--- config.mk ---
export PLATFORM = sky130hd
export DESIGN_NAME = uart_rx_os
export DESIGN_NICKNAME = d
export VERILOG_FILES = /design/src/rtl/uart_rx_os.sv
export SDC_FILE = /design/constraint.sdc
export NUM_CORES = 1
export LEC_CHECK = 0
export ABC_AREA = 1
export ABC_CLOCK_PERIOD_IN_PS = 2200
export CAP_MARGIN = 20
export CORE_MARGIN = 3
export CORE_UTILIZATION = 59
export CTS_CLUSTER_SIZE = 30
export DETAILED_ROUTE_END_ITERATION = 7
export GPL_ROUTABILITY_DRIVEN = 0
export PLACE_DENSITY = 0.85
export SLEW_MARGIN = 20
export SYNTH_ARGS = -nofsm -noshare
export SYNTH_HDL_FRONTEND = slang
export SYNTH_SLANG_ARGS = --single-unit
--- constraint.sdc ---
create_clock -name clk -period 2.2 [get_ports clk]
set_input_delay 0.66 -clock clk [delete_from_list [all_inputs] [get_ports clk]]
set_output_delay 0.66 -clock clk [all_outputs]
set_load 0.005 [all_outputs]
--- src/rtl/uart_rx_os.sv ---
// 8N1 UART receiver with 2-flop synchroniser, 3-sample majority vote and error pulses.
// Define UART_RX_PARITY_EN to add a parity bit between the data and stop bits.
module uart_rx_os #(
    parameter int DIV        = 861,
    parameter int PARITY_ODD = 0
) (
    input  logic       clk,
    input  logic       rst_n,
    input  logic       rxd,
    input  logic       full,
    output logic [7:0] data,
    output logic       valid,
    output logic       frame_err,
    output logic       parity_err,
    output logic       overrun,
    output logic       busy
);

    if (DIV < 8 || DIV > 65535 || PARITY_ODD < 0 || PARITY_ODD > 1) begin : g_param_check
        $error("uart_rx_os: DIV must be 8..65535 and PARITY_ODD 0 or 1");
    end

    localparam logic [15:0] DIV_LAST = 16'(DIV - 1);
    localparam logic [15:0] M_LO     = 16'(DIV / 2 - 1);
    localparam logic [15:0] M_MID    = 16'(DIV / 2);
    localparam logic [15:0] M_HI     = 16'(DIV / 2 + 1);

    typedef enum logic [2:0] {
        IDLE,
        START,
        DATA,
`ifdef UART_RX_PARITY_EN
        PARITY,
`endif
        STOP,
        LINE_BREAK
    } state_t;

    state_t      state, state_d;
    logic        s1, s2;
    logic [15:0] baud_cnt, baud_d, baud_inc;
    logic [2:0]  bit_cnt, bit_d;
    logic [7:0]  shift, shift_d, data_d;
    logic [1:0]  samp, samp_d;
    logic        vote, decide, bit_end;
    logic        valid_d, ferr_d, ovr_d;
`ifdef UART_RX_PARITY_EN
    logic        par_bad, par_bad_d, perr_d, perr_q;
`endif

    assign baud_inc = (baud_cnt == DIV_LAST) ? 16'd0 : baud_cnt + 16'd1;
    assign decide   = (baud_cnt == M_HI);
    assign bit_end  = (baud_cnt == DIV_LAST);
    // The two earlier samples are held in samp; the third is the live s2 at decision time.
    assign vote     = (samp[1] & samp[0]) | (samp[1] & s2) | (samp[0] & s2);
    assign busy     = (state != IDLE);

    // NOTE: every combinational output gets a default first so no path leaves it unassigned (no latches).
    always_comb begin
        state_d = state;
        baud_d  = baud_cnt;
        bit_d   = bit_cnt;
        shift_d = shift;
        data_d  = data;
        samp_d  = samp;
        valid_d = 1'b0;
        ferr_d  = 1'b0;
        ovr_d   = 1'b0;
`ifdef UART_RX_PARITY_EN
        par_bad_d = par_bad;
        perr_d    = 1'b0;
`endif
        if (baud_cnt == M_LO || baud_cnt == M_MID)
            samp_d = {samp[0], s2};

        unique case (state)
            IDLE: begin
                if (!s2) begin
                    state_d = START;
                    baud_d  = 16'd0;
`ifdef UART_RX_PARITY_EN
                    par_bad_d = 1'b0;
`endif
                end
            end
            START: begin
                baud_d = baud_inc;
                if (decide && vote) begin
                    state_d = IDLE;
                end else if (bit_end) begin
                    state_d = DATA;
                    bit_d   = 3'd0;
                end
            end
            DATA: begin
                baud_d = baud_inc;
                if (decide)
                    shift_d = {vote, shift[7:1]};
                if (bit_end) begin
                    if (bit_cnt == 3'd7) begin
`ifdef UART_RX_PARITY_EN
                        state_d = PARITY;
`else
                        state_d = STOP;
`endif
                    end else begin
                        bit_d = bit_cnt + 3'd1;
                    end
                end
            end
`ifdef UART_RX_PARITY_EN
            PARITY: begin
                baud_d = baud_inc;
                if (decide)
                    par_bad_d = vote ^ (^shift) ^ 1'(PARITY_ODD);
                if (bit_end)
                    state_d = STOP;
            end
`endif
            STOP: begin
                baud_d = baud_inc;
                // Leave at mid stop bit so a following start edge is never missed.
                if (decide) begin
                    state_d = IDLE;
                    if (!vote) begin
                        ferr_d  = 1'b1;
                        state_d = LINE_BREAK;
`ifdef UART_RX_PARITY_EN
                    end else if (par_bad) begin
                        perr_d = 1'b1;
`endif
                    end else if (full) begin
                        ovr_d = 1'b1;
                    end else begin
                        data_d  = shift;
                        valid_d = 1'b1;
                    end
                end
            end
            LINE_BREAK: begin
                if (s2)
                    state_d = IDLE;
            end
            default: state_d = IDLE;
        endcase
    end

    // NOTE: sequential state uses non-blocking assignments so all flops update from pre-edge values.
    always_ff @(posedge clk or negedge rst_n) begin
        if (!rst_n) begin
            s1        <= 1'b1;
            s2        <= 1'b1;
            state     <= IDLE;
            baud_cnt  <= 16'd0;
            bit_cnt   <= 3'd0;
            shift     <= 8'h00;
            samp      <= 2'b00;
            data      <= 8'h00;
            valid     <= 1'b0;
            frame_err <= 1'b0;
            overrun   <= 1'b0;
`ifdef UART_RX_PARITY_EN
            par_bad   <= 1'b0;
            perr_q    <= 1'b0;
`endif
        end else begin
            s1        <= rxd;
            s2        <= s1;
            state     <= state_d;
            baud_cnt  <= baud_d;
            bit_cnt   <= bit_d;
            shift     <= shift_d;
            samp      <= samp_d;
            data      <= data_d;
            valid     <= valid_d;
            frame_err <= ferr_d;
            overrun   <= ovr_d;
`ifdef UART_RX_PARITY_EN
            par_bad   <= par_bad_d;
            perr_q    <= perr_d;
`endif
        end
    end

`ifdef UART_RX_PARITY_EN
    assign parity_err = perr_q;
`else
    assign parity_err = 1'b0;
`endif

endmodule

* Yosys cells after proc, flatten, opt, wreduce, memory -nomap -nowiden
Index checks and enable logic that the tools add are counted.
** Word-level totals
- Register bits :: 45
- Bits of input ports :: 4
- Output and inout bits :: 13
- Word-level logic and storage cells :: 77
** Operators by class
- $add $sub $neg :: 2
- Equal/unequal tests :: 18
- Multiplexer cells :: 28
- Bitwise gates (word level) :: 6
- Reductions and logical operators :: 12
** Operator list (count)
- == test 16 x 9 -> 1 bit, second input constant :: 3
- two-way mux 3 bit :: 12
- two-way mux 16 bit :: 2
- case mux 16 bit (2 select lines) :: 1
- adder 16 x 1 -> 16 bit, second input constant :: 1
- == test 16 x 10 -> 1 bit, second input constant :: 1
- != test 2 bit, second input constant :: 8
- case mux 3 bit (5 select lines) :: 1
- two-way mux 1 bit :: 11
- == test 3 x 2 -> 1 bit, second input constant :: 2
- == test 3 bit, second input constant :: 2
- case mux 3 bit (2 select lines) :: 1
- AND reduction 6 bit :: 1
- AND reduction 5 bit :: 1
- AND reduction 2 bit :: 2
- AND reduction 4 bit :: 1
- nonzero test 2 bit :: 2
- adder 3 x 1 -> 3 bit, second input constant :: 1
- AND 1 bit :: 3
- == test 3 x 1 -> 1 bit, second input constant :: 1
- logical NOT 3 bit :: 1
- != test 3 bit, second input constant :: 1
- nonzero test 3 bit :: 1
- OR reduction 3 bit :: 1
- other kinds (4) :: 5

* Longest topological paths before layout
- Word-level depth :: 6
- Depth in mapped cells :: 11
- Mapped depth without buffers :: 11

* Least setup slack after synthesis
No wires, ideal clock.
- Kind :: reg-to-reg
- Start point :: register baud_cnt[0]
- End point :: register shift[6]
- Library setup time :: 118 ps
- Arrival time :: 1512 ps
- Data required time :: 2082 ps
- Path slack :: 569 ps
- Cell stages (with the launch flop) :: 10
- Buffers on the path :: 1
- Period minus slack after synthesis :: 1631 ps
- Path through :: dfrtp_1 ha_1 inv_1 nor2_8 nand3_2 nor2_4 nand2_2 buf_6 nand2_1 o21ai_2
** Between the ends
- Longest elaborated chain between the ends :: 2
** RTL lines
- start: declaration :: line 41 : logic [15:0] baud_cnt, baud_d, baud_inc;
- start signal: assignment :: line 170 : baud_cnt <= baud_d;
- == test 16 x 9 -> 1 bit :: line 52 : assign decide = (baud_cnt == M_HI);
- AND reduction 2 bit (no line)
- end signal: assignment :: line 172 : shift <= shift_d;
- end: declaration :: line 43 : logic [7:0] shift, shift_d, data_d;
Every way passes these cells.
A chain may end at the register's enable or synchronous reset.

* Worst setup path in the final report
- Start point :: register state[0]
- End point :: output port busy
** Between the ends
- Longest elaborated chain between the ends :: 1
** RTL lines
- start: declaration :: line 39 : state_t state, state_d;
- start signal: assignment :: line 169 : state <= state_d;
- nonzero test 3 bit :: line 56 : assign busy = (state != IDLE);
- end: declaration :: line 16 : output logic busy
Every way passes these cells.

==> results.json <==
{
  "post_cts_buffers": 0,
  "cp-start-kind": "flop",
  "hold_class": "in -> async",
  "pin_count": 17,
  "drive_gt1_share_pct": 12.5,
  "hold_violations": 0,
  "p_leak_nw": 1.30,
  "die_h_um": 71.3,
  "status": "completed",
  "synthXorXnorAreaFrac_pct": 1.04,
  "antenna_found_initial": 0,
  "yosys.area_share.simple_pct": 31.7,
  "yosysWarnings": 0,
  "cts_tree": "done",
  "grt_max_degree": 23,
  "viasPerCell": 5.48,
  "p_per_area_mw_per_mm2": 492,
  "final_cell_mix": "82 x nand2_1, 45 x inv_1, 43 x dfrtp_1, 29 x nor2_1, 24 x nand3_1",
  "nNetsFinal": 346,
  "layout_commonest_cell": "nand2_1",
  "place_area_mm2": 0.00269,
  "overflow": 0,
  "critPathCaptureType": "output port",
  "synth_top_family_by_area": "simple AND/OR/NAND/NOR gates",
  "worstPathMaxFanout": 4,
  "hpwlAfterDp_mm": 3.83,
  "r2r-end": "shift[6]$_DFFE_PN0P_",
  "skew_ps": 14.3,
  "htreeDepth": 2,
  "synthMuxAreaShare_pct": 0,
  "die_area_mm2": 0.00509,
  "grt_pass1_vias": 2137,
  "design_area_mm2": 0.00278,
  "fp.dieW_um": 71.3,
  "min_period_ps": 2110,
  "port_buffers": 15,
  "layout-area-overhead-vs-synth_pct": 10.4,
  "synth.distinct_cells": 29,
  "ant_nets": 0,
  "fin_total_pwr_mw": 1.37,
  "seq_area_frac_synth_pct": 44.8,
  "ir_worst_vdd_uv": 429,
  "max_cap_violations": 0,
  "ys_seq_elements": 45,
  "synth_compound_area_share_pct": 10.2,
  "cts-hold-fix-buffers": 0,
  "rrSetupSlack_ps": 270,
  "first_pass_iters": 4,
  "insertedDiodeCount": 0,
  "synth_fa_ha_area_share_pct": 2.98,
  "required_ps": 1540,
  "rr_worst_depth": 8,
  "cts_made_buffers": 5,
  "grt_usage_pct": 22.9,
  "drt_wl_total_mm": 5.15,
  "start_util_pct": 62.1,
  "clk_latency_ps": 310,
  "fin_util_pct": 68.5,
  "route.detailed.drc": 0,
  "syn_area_per_cell_um2": 7.90,
  "fin_crit_sh_pct": 95.8,
  "ctsResizeCount": 0,
  "clock_sinks": 45,
  "num_rows": 23,
  "grt_pass1_wl_mm": 9.29,
  "cts-root-buf": "clkbuf_8",
  "slew_viol_final": 0,
  "worst_slew_pin_slew_ps": 626,
  "num_vias": 2119,
  "wire_per_inst_um": 13.3,
  "clock_path_buffers": 2,
  "fp.coreArea_mm2": 0.00406,
  "maxSlewHeadroom_pct": 58.2,
  "path_clk_slew_ps": 90,
  "grt_setup_unrepaired": "no",
  "setup-violations-final": 0,
  "fin_setup_tns_ps": 0,
  "crit-reg2reg-launch": "baud_cnt[0]$_DFFE_PN0P_",
  "holdWs_ps": 304,
  "syn_area_mm2": 0.00252,
  "drtIter0Drc": 271,
  "crit_arrival_ps": 1450,
  "fmax_mhz": 474,
  "netlist_instances": 319,
  "critPathKind": "reg -> out",
  "synth_fp_nets": 329
}
[cell type report]
type	instances	area, um^2
clock inverter	2	15.0
inverter	47	176
multi-input combinational	220	1170
tap	50	62.6
fill	324	1280
clock buffer	6	72.6
timing repair buffer	17	160
sequential	45	1130
[through the flow]
stage | instances | setup WS, ps
after floorplan | 319 | 569
after global placement | 379 | 182
after detailed placement | 379 | 102
after CTS | 387 | 60.9
after global routing | 387 | 47.5
final | 387 | 91.4
[power by group]
| part | internal [mW] | total (mW) | switching, mW |
|---|---|---|---|
| clock | 0.224 | 0.512 | 0.289 |
| combinational | 0.00683 | 0.0253 | 0.0185 |
| sequential | 0.830 | 0.831 | 0.00123 |
[worst max-delay path, stage by stage, from the launching register on]
cell	delay, ps
dfrtp_1	410
nor2_2	190
nand2_1	90
clkdlybuf4s50_1	460
[cell usage after synthesis (all sizes together)]
cell type / instances / share of area, %
nand2: 85 / 13
inv: 47 / 7.0
dfrtp: 43 / 43
nor2: 34 / 6.1
o21ai: 32 / 8.7
nand3: 26 / 5.9
nand4: 17 / 4.5
nor3: 9 / 1.8
buf: 7 / 2.1
ha: 6 / 3.0
xor2: 3 / 1.0
dfstp: 2 / 2.1
o211ai: 2 / 0.60
o22ai: 2 / 0.50
a21oi: 1 / 0.35
conb: 1 / 0.15
nor3b: 1 / 0.30
nor4: 1 / 0.25
[metal layers]
metal	up-vias	track usage (%)	part of all wire (%)
met3	16	4.63	4.1
li1	1061	-	-
met2	48	36.2	48
met1	994	29.6	45
met5	-	0	0
met4	0	12.1	3.2
[logic make-up after synthesis]
family	count (synthesis)
AO/OA/AOI/OAI	37
XOR/XNOR	3
adder cells (fa/ha/maj)	6
buffers and inverters	54
flip-flops	45
other	1
AND/OR/NAND/NOR	173
[state kept, by name, summed over array words and instances (netlist names), 2 cells and up]
name / flops
state: 3
shift: 8
data: 8
bit_cnt: 3
samp: 2
baud_cnt: 16
[worst max-delay path by stage]
stage	slack, ps	startpoint	endpoint
floorplan	570	baud_cnt[0]$_DFFE_PN0P_	shift[6]$_DFFE_PN0P_
global placement	180	state[1]$_DFFE_PN0P_	baud_cnt[10]$_DFFE_PN0P_
detailed placement	100	state[1]$_DFFE_PN0P_	baud_cnt[14]$_DFFE_PN0P_
CTS	60	state[1]$_DFFE_PN0P_	busy
global route	50	state[1]$_DFFE_PN0P_	busy
finish	90	state[0]$_DFFE_PN0P_	busy
No activity file was read; power rests on OpenSTA's default activity.
